==> src/rtl/vga_sync_monitor.sv <==
// rtl/vga_sync_monitor.sv - VGA sync timing monitor: lock FSM, visible coordinates, pure-red pixel count
// Counters and edge registers advance only on pix_en; all outputs are registered.
module vga_sync_monitor #(
   parameter int H_SYNC  = 96,
   parameter int H_BACK  = 48,
   parameter int H_VIS   = 640,
   parameter int H_FRONT = 16,
   parameter int V_SYNC  = 2,
   parameter int V_BACK  = 33,
   parameter int V_VIS   = 480,
   parameter int V_FRONT = 10,
   parameter int H_TOTAL = H_SYNC + H_BACK + H_VIS + H_FRONT,
   parameter int V_TOTAL = V_SYNC + V_BACK + V_VIS + V_FRONT
) (
   input  logic        clk,
   input  logic        resetNot,
   input  logic        pix_en,
   input  logic        hsync,
   input  logic        vsync,
   input  logic [3:0]  red,
   input  logic [3:0]  green,
   input  logic [3:0]  blue,
   output logic        locked,
   output logic [9:0]  mon_x,
   output logic [9:0]  mon_y,
   output logic        pix_valid,
   output logic        frame_done,
   output logic [18:0] red_count,
   output logic [7:0]  err_count
);
   localparam logic [9:0] H_START = 10'(H_SYNC + H_BACK);
   localparam logic [9:0] H_END   = 10'(H_SYNC + H_BACK + H_VIS - 1);
   localparam logic [9:0] V_START = 10'(V_SYNC + V_BACK);
   localparam logic [9:0] V_END   = 10'(V_SYNC + V_BACK + V_VIS - 1);
   localparam logic [9:0] H_LAST  = 10'(H_TOTAL - 1);
   localparam logic [9:0] V_LAST  = 10'(V_TOTAL - 1);
   localparam logic [9:0] CNT_MAX = 10'h3FF;

   typedef enum logic [1:0] {SEEK = 2'd0, ALIGN = 2'd1, LOCKED = 2'd2} state_t;

   state_t      state_q, state_d;
   logic        hs_prev_q, hs_prev_d, vs_prev_q, vs_prev_d;
   logic [9:0]  h_cnt_q, h_cnt_d, v_cnt_q, v_cnt_d;
   logic        v_arm_q, v_arm_d, skip_line_q, skip_line_d;
   logic [9:0]  mon_x_q, mon_x_d, mon_y_q, mon_y_d;
   logic        pix_valid_q, pix_valid_d, frame_done_q, frame_done_d;
   logic [18:0] acc_q, acc_d, acc_inc, red_count_q, red_count_d;
   logic [7:0]  err_count_q, err_count_d;
   logic        h_fall, v_fall, visible, pure_red, line_err, frame_err, red_hit;

   assign h_fall    = pix_en & hs_prev_q & ~hsync;
   assign v_fall    = pix_en & vs_prev_q & ~vsync;
   assign pure_red  = (red == 4'hF) && (green == 4'h0) && (blue == 4'h0);
   assign line_err  = h_fall & ~skip_line_q & (h_cnt_q != H_LAST);
   assign frame_err = v_fall & (v_cnt_q != V_LAST);
   assign hs_prev_d = pix_en ? hsync : hs_prev_q;
   assign vs_prev_d = pix_en ? vsync : vs_prev_q;

   // A vsync edge arriving together with the hsync edge counts as already armed,
   // so the line that starts with both edges is line 0.
   always_comb begin
      h_cnt_d = h_cnt_q;
      v_cnt_d = v_cnt_q;
      v_arm_d = v_arm_q;
      if (pix_en) begin
         h_cnt_d = h_fall ? 10'd0 : ((h_cnt_q == CNT_MAX) ? h_cnt_q : h_cnt_q + 10'd1);
         if (h_fall) begin
            v_cnt_d = (v_arm_q | v_fall) ? 10'd0 :
                      ((v_cnt_q == CNT_MAX) ? v_cnt_q : v_cnt_q + 10'd1);
            v_arm_d = 1'b0;
         end else begin
            v_arm_d = v_arm_q | v_fall;
         end
      end
   end

   assign visible = (h_cnt_d >= H_START) && (h_cnt_d <= H_END) &&
                    (v_cnt_d >= V_START) && (v_cnt_d <= V_END);
   assign red_hit = pix_en & visible & pure_red & (state_q == LOCKED);
   assign acc_inc = acc_q + {18'd0, red_hit};

   always_comb begin
      state_d      = state_q;
      skip_line_d  = skip_line_q;
      mon_x_d      = mon_x_q;
      mon_y_d      = mon_y_q;
      pix_valid_d  = pix_valid_q;
      frame_done_d = 1'b0;
      acc_d        = acc_q;
      red_count_d  = red_count_q;
      err_count_d  = err_count_q;
      if (pix_en) begin
         mon_x_d     = h_cnt_d - H_START;
         mon_y_d     = v_cnt_d - V_START;
         pix_valid_d = visible & (state_q == LOCKED);
         acc_d       = acc_inc;
         case (state_q)
            SEEK: begin
               if (v_fall) begin
                  state_d     = ALIGN;
                  skip_line_d = 1'b1;
               end
            end
            ALIGN, LOCKED: begin
               if (h_fall) skip_line_d = 1'b0;
               if (line_err | frame_err) begin
                  state_d     = SEEK;
                  acc_d       = 19'd0;
                  err_count_d = (err_count_q == 8'hFF) ? err_count_q : err_count_q + 8'd1;
               end else if (v_fall) begin
                  acc_d = 19'd0;
                  if (state_q == ALIGN) begin
                     state_d = LOCKED;
                  end else begin
                     red_count_d  = acc_inc;
                     frame_done_d = 1'b1;
                  end
               end
            end
            default: state_d = SEEK;
         endcase
      end
   end

   always_ff @(posedge clk or negedge resetNot) begin
      if (!resetNot) begin
         state_q      <= SEEK;
         hs_prev_q    <= 1'b1;
         vs_prev_q    <= 1'b1;
         h_cnt_q      <= 10'd0;
         v_cnt_q      <= 10'd0;
         v_arm_q      <= 1'b0;
         skip_line_q  <= 1'b0;
         mon_x_q      <= 10'd0;
         mon_y_q      <= 10'd0;
         pix_valid_q  <= 1'b0;
         frame_done_q <= 1'b0;
         acc_q        <= 19'd0;
         red_count_q  <= 19'd0;
         err_count_q  <= 8'd0;
      end else begin
         state_q      <= state_d;
         hs_prev_q    <= hs_prev_d;
         vs_prev_q    <= vs_prev_d;
         h_cnt_q      <= h_cnt_d;
         v_cnt_q      <= v_cnt_d;
         v_arm_q      <= v_arm_d;
         skip_line_q  <= skip_line_d;
         mon_x_q      <= mon_x_d;
         mon_y_q      <= mon_y_d;
         pix_valid_q  <= pix_valid_d;
         frame_done_q <= frame_done_d;
         acc_q        <= acc_d;
         red_count_q  <= red_count_d;
         err_count_q  <= err_count_d;
      end
   end

   assign locked     = (state_q == LOCKED);
   assign mon_x      = mon_x_q;
   assign mon_y      = mon_y_q;
   assign pix_valid  = pix_valid_q;
   assign frame_done = frame_done_q;
   assign red_count  = red_count_q;
   assign err_count  = err_count_q;
endmodule

==> config.mk <==
export PLATFORM = sky130hd
export DESIGN_NAME = vga_sync_monitor
export DESIGN_NICKNAME = d
export VERILOG_FILES = /design/src/rtl/vga_sync_monitor.sv
export SDC_FILE = /design/constraint.sdc
export NUM_CORES = 1
export LEC_CHECK = 0
export CAP_MARGIN = 20
export CORE_MARGIN = 3
export CORE_UTILIZATION = 48
export DETAILED_ROUTE_END_ITERATION = 10
export PLACE_DENSITY = 0.71
export SETUP_SLACK_MARGIN = 0.4
export SYNTH_ARGS = -nofsm -noshare
export SYNTH_HDL_FRONTEND = slang
export SYNTH_SLANG_ARGS = --single-unit
==> constraint.sdc <==
create_clock -name clk -period 6.3 [get_ports clk]
set_input_delay 0.945 -clock clk [delete_from_list [all_inputs] [get_ports clk]]
set_output_delay 0.945 -clock clk [all_outputs]
set_load 0.05 [all_outputs]
Word-level counts from Yosys, hierarchy flattened:

Index checks and enable logic that the tools add are counted.

* add/sub/neg operators: 6
* $lt $le $gt $ge: 4
* equal/unequal tests: 12
* multiplexer cells: 24
* bitwise operators: 19
* reduce and logical (&&, ||, !) cells: 14

Operators with widths (count)
* 2-to-1 mux 10 bit: 7
* 2-to-1 mux 19 bit: 3
* adder 10 x 1 -> 10 bit, second input constant: 2
* equality test 10 bit, second input constant: 2
* <= comparator 10 bit, second input constant: 2
* != test 10 bit, second input constant: 2
* adder 19 x 1 -> 19 bit: 1
* AND reduction 4 bit: 3
* bitwise AND 1 bit: 11
* >= comparator 10 x 6 -> 1 bit, second input constant: 1
* >= comparator 10 x 8 -> 1 bit, second input constant: 1
* subtractor 10 x 6 -> 10 bit, second input constant: 1
* subtractor 10 x 8 -> 10 bit, second input constant: 1
* adder 8 x 1 -> 8 bit, second input constant: 1
* equality test 8 bit, second input constant: 1
* zero test 4 bit: 2
* 2-to-1 mux 1 bit: 8
* 2-to-1 mux 2 bit: 4
* != test 3 bit, second input constant: 2
* inverter 1 bit: 6
* logical AND 1 bit: 5
* AND reduction 5 bit: 1
* equality test 4 bit, second input constant: 1
* != test 2 bit, second input constant: 2
* 8 further kinds: 9

* flip-flop bits (word level): 94
* input port bits: 17

Depth between registers and ports, before layout:

* depth in word-level cells: 16
* gate-level depth with buffers: 22
* depth with buffers taken out: 21

Least setup slack after synthesis:

Ideal clock, no wire load.

* path type: in2reg
* start point: in pix_en
* end point: reg red_count_q[16] (netlist: red_count[16])
* library setup time: 132 ps
* arrival time: 4514 ps
* slack: 1654 ps
* stages on the path: 20
* cell sequence: buf_2 -> inv_1 -> clkbuf_1 -> o31ai_1 -> a22o_1 -> inv_1 -> ha_1 -> o31ai_1 -> and4bb_1 -> o21ai_0 -> a211o_1 -> nor3_2 -> ha_1 -> ha_1 -> nand3_1 -> nand4bb_1 -> nor3_1 -> and3_1 -> xnor2_1 -> o21ai_1

* elaborated cells on any way between the ends: 27

RTL lines
* start, declared: line 17 `input logic pix_en,`
* bitwise AND 1 bit (2 in series): line 51 `assign h_fall = pix_en & hs_prev_q & ~hsync;`
* 2-to-1 mux 10 bit: line 66 `h_cnt_d = h_fall ? 10'd0 : ((h_cnt_q == CNT_MAX) ? h_cnt_q : h_cnt_q + 10'd1);`
* 2-to-1 mux 10 bit *: line 65 `if (pix_en) begin`
* named net h_cnt_d[4]: line 43 `logic [9:0] h_cnt_q, h_cnt_d, v_cnt_q, v_cnt_d;`
* >= comparator 10 x 8 -> 1 bit / <= comparator 10 bit (equally long branches): line 77 `assign visible = (h_cnt_d >= H_START) && (h_cnt_d <= H_END) &&`
* logical AND 1 bit * (2 in series): line 77
* logical AND 1 bit *: line 78 `(v_cnt_d >= V_START) && (v_cnt_d <= V_END);`
* bitwise AND 1 bit * (3 in series): line 79 `assign red_hit = pix_en & visible & pure_red & (state_q == LOCKED);`
* adder 19 x 1 -> 19 bit *: line 80 `assign acc_inc = acc_q + {18'd0, red_hit};`
* end signal, assigned: line 154 `red_count_q <= red_count_d;`
* end, declared: line 47 `logic [18:0] acc_q, acc_d, acc_inc, red_count_q, red_count_d;`

Mark *: on every way through the listed nets, which the timed path passes. The rest lies on a longest branch.
A chain may end at the register's enable or synchronous reset.

Worst setup path in the final report:

* start point: in hsync
* end point: reg acc_q[16]

* longest elaborated chain between the ends: 15
* elaborated cells on any way between the ends: 23

Ends and longest elaborated chain
* start, declared: line 18 `input logic hsync,`
* inverter 1 bit *: line 51
* bitwise AND 1 bit *: line 51
* 2-to-1 mux 10 bit *: line 66
* 2-to-1 mux 10 bit *: line 65
* named net h_cnt_d[5]: line 43
* >= comparator 10 x 8 -> 1 bit / <= comparator 10 bit (equally long branches): line 77
* logical AND 1 bit * (2 in series): line 77
* logical AND 1 bit *: line 78
* bitwise AND 1 bit * (3 in series): line 79
* adder 19 x 1 -> 19 bit *: line 80
* 2-to-1 mux 19 bit: line 110 `end else if (v_fall) begin`
* 2-to-1 mux 19 bit: line 106 `if (line_err | frame_err) begin`
* 2-to-1 mux 19 bit *: line 97 `case (state_q)`
* end signal, assigned: line 138 `acc_q <= 19'd0;`
* end signal, assigned: line 153 `acc_q <= acc_d;`
* end, declared: line 47

Marked as above.

==> run metrics <==
area of the multi-input gates=2700 µm²; # setup viols final=0; min-delay src=red_count[12]; fill cell count=923; RR Startpoint=h_cnt_q[0]; core area=10500 µm²; fin crit period=5350 ps; crit start category=primary input; leak pwr=2.56 nW; H-tree lvl count=3; internal reg-to-reg setup slack=1180 ps; maximum buffer depth of the clock tree=2; Worst Reg-to-Reg Cells=21; top_reg_cell synth=dfrtp_1; area share of the largest cell type after synthesis=0.441; number of synthesized flops with an enable pin=0; die width=110 µm; Detail Placement HPWL=8.40 mm; crit-path cells=clkdlybuf4s50_1, nor2b_1, nor2_1, nand2_1, o22ai_1, inv_1, ha_1, inv_1, a311oi_1, a211oi_1, a211o_1, nor3_2, ha_1, ha_1, nand3_1, nand4bb_1, nor3_1, and3_1, o21ai_1, nand2_1, o21ai_1; Crit path largest cell delay=590 ps; pwr/cell area=296 nW/µm²; CP max stage cell=nor2b_1; Row Count=37; area leader, netlist=dfrtp_1; WL/cell=15.9 µm; Root Buffer=clkbuf_8; clock sinks=94; worst-margin pin slew=776 ps; worst path arrival time=5600 ps; DRC=0; die footprint=12200 µm²; post-CTS setup buffer count=0; Worst Hold Class=reg2reg; worst hold endpoint=red_count[12]; Setup TNS Final=0 ps; syn_area_per_cell=9.67 µm²; initial core utilization=0.499; fin. max-slew vios=0; status=finished, final reports clean; largest net degree at the start of global routing=50; grt total ovfl=0; Worst setup EP type=flop; dpl cell area=5960 µm²; Worst R2R End=acc_q[16]; final hold vios=0; register area=2350 µm²; final WL=11.8 mm; Nets=630; DR iter-0 viols=278; hold buffers post-CTS=0; flops & latches, synth=94; Req. time, crit path=6560 ps; MaxCap Viol Count=0; Synth Net Count=571; router iterations before antenna repair=5; Post-DRT Antenna Nets=0; FFs w/ async S/R, synth=1.00; Synth warnings=0; RSZ-0062 raised after global routing=false; most frequent cells in the layout=dfrtp_1, nand2_1, clkdlybuf4s50_1; commonest non-fill, non-tap cell in the layout=dfrtp_1; Worst-Skew Late Latency=370 ps; ant diodes=0; vias=4258; first-pass GRT wire length=20.0 mm; Die H=110 µm; Port-buffer cells=66; vias in the first global route=4047; share of post-route cells with drive strength above 1=0.101; Peak Freq=187 MHz; All-Layer GR Usage=0.211; clk_skew=10.0 ps; initial antenna violation count=0; worst-path maximum fanout=10; Most common cell on crit path=ha_1; normalized max-slew margin=0.483; post-layout instance area=6230 µm²; mapped cell area=5220 µm²; fin crit share=0.849; CTS resizes=0; Synth-to-Final Area Change=19.4%; Max VDD drop=0.220 mV; Reg clk slew, reported paths=90 ps; I/O Pins=67; GPL Wtd Cong=0.952; WS Path Type=in2reg; CTS tree=yes; hold path cells=2; Num CTS Buffers=9; Vias/cell=5.75; sequential cell area fraction in the yosys report=0.451; top area cells in the synthesized netlist=dfrtp_1, nand2_1, xnor2_1, ha_1, o21ai_1; Post-Synthesis Cells=540; library cells used by synthesis=83
==> worst max-delay path: cells and delay by family <==
family | cells | cell delay, ps
buf+inv | 3 | 690
simple gates | 9 | 2360
compound gates | 6 | 990
fa+ha+maj | 3 | 610
==> power by group <==
group / switching [mW] / leakage (nW) / internal, mW / total (mW)
Sequential: 0.0757 / 1.22 / 0.677 / 0.753
Clock: 0.216 / 0.126 / 0.274 / 0.490
Combinational: 0.384 / 1.21 / 0.220 / 0.604
Total: 0.676 / 2.56 / 1.17 / 1.85
==> kinds of logic after synthesis <==
kind of cell    after synthesis  synth area share
simple gates                208             0.216
buf+inv                      39            0.0328
fa+ha+maj                    14            0.0335
xor+xnor                     33            0.0553
flops                        94             0.451
compound gates              138             0.182
mux                          14            0.0295
==> registers in the layout (all words and copies together) (netlist names) <==
register and flops:
frame_done 1, v_cnt_q 10, err_count 8, h_cnt_q 10, hs_prev_q 1, acc_q 19, v_arm_q 1, state_q 2
red_count 19, pix_valid 1, vs_prev_q 1, mon_x 10, mon_y 10, skip_line_q 1
==> area by class of cell <==
class	count	share of cell area
multi-input combinational	407	0.432
tap	136	0.0273
timing repair buffer	70	0.113
inverter	17	0.0102
sequential	94	0.378
clock inverter	6	0.0175
clock buffer	10	0.0221
==> synth_stat cells, types with 6 or more instances <==
cell type,instances
nor3_1,8
nand4_1,6
xnor2_1,27
nor2_1,27
mux2_2,11
and3_1,15
dfrtp_1,92
or3_1,6
o31ai_1,9
clkbuf_1,11
o21ai_1,32
o21ai_0,29
xor2_1,6
and2_1,7
inv_1,17
nand2_1,79
a21oi_1,18
ha_1,14
nand3_1,12
==> worst max path at each step <==
| stage | slack [ps] | to | cells after the start | start |
|---|---|---|---|---|
| 3_3_place_gp | 770 | red_count[16] | 20 | hsync |
| 4_1_cts | 990 | red_count[16] | 19 | hsync |
| 6_report | 950 | acc_q[16] | 21 | hsync |
| 2_1_floorplan | 1650 | red_count[16] | 20 | pix_en |
| 3_5_place_dp | 590 | red_count[16] | 19 | hsync |
| 5_1_grt | 500 | acc_q[16] | 21 | hsync |
==> per-layer routing <==
metal  vias to the layer above  part of all wire  GRT usage
met5                         -                 0          0
met4                         0             0.019     0.0827
met3                        20             0.046     0.0402
met2                       103              0.48      0.336
met1                      2070              0.46      0.285
li1                       2065                 -          -
==> stage by stage <==
| stage | power [mW] | hold WS, ps | utilization | std cells | setup WS (ps) |
|---|---|---|---|---|---|
| after global placement | 1.36 | 463 | 0.570 | 723 | 770 |
| after floorplan | 1.18 | 464 | - | 540 | 1650 |
| after global routing | 1.95 | 513 | 0.596 | 740 | 495 |
| after CTS | 1.85 | 493 | 0.593 | 739 | 986 |
| after detailed placement | 1.36 | 472 | 0.570 | 723 | 591 |
| final | 1.85 | 488 | 0.596 | 740 | 953 |
No activity file was read; power rests on OpenSTA's default activity.
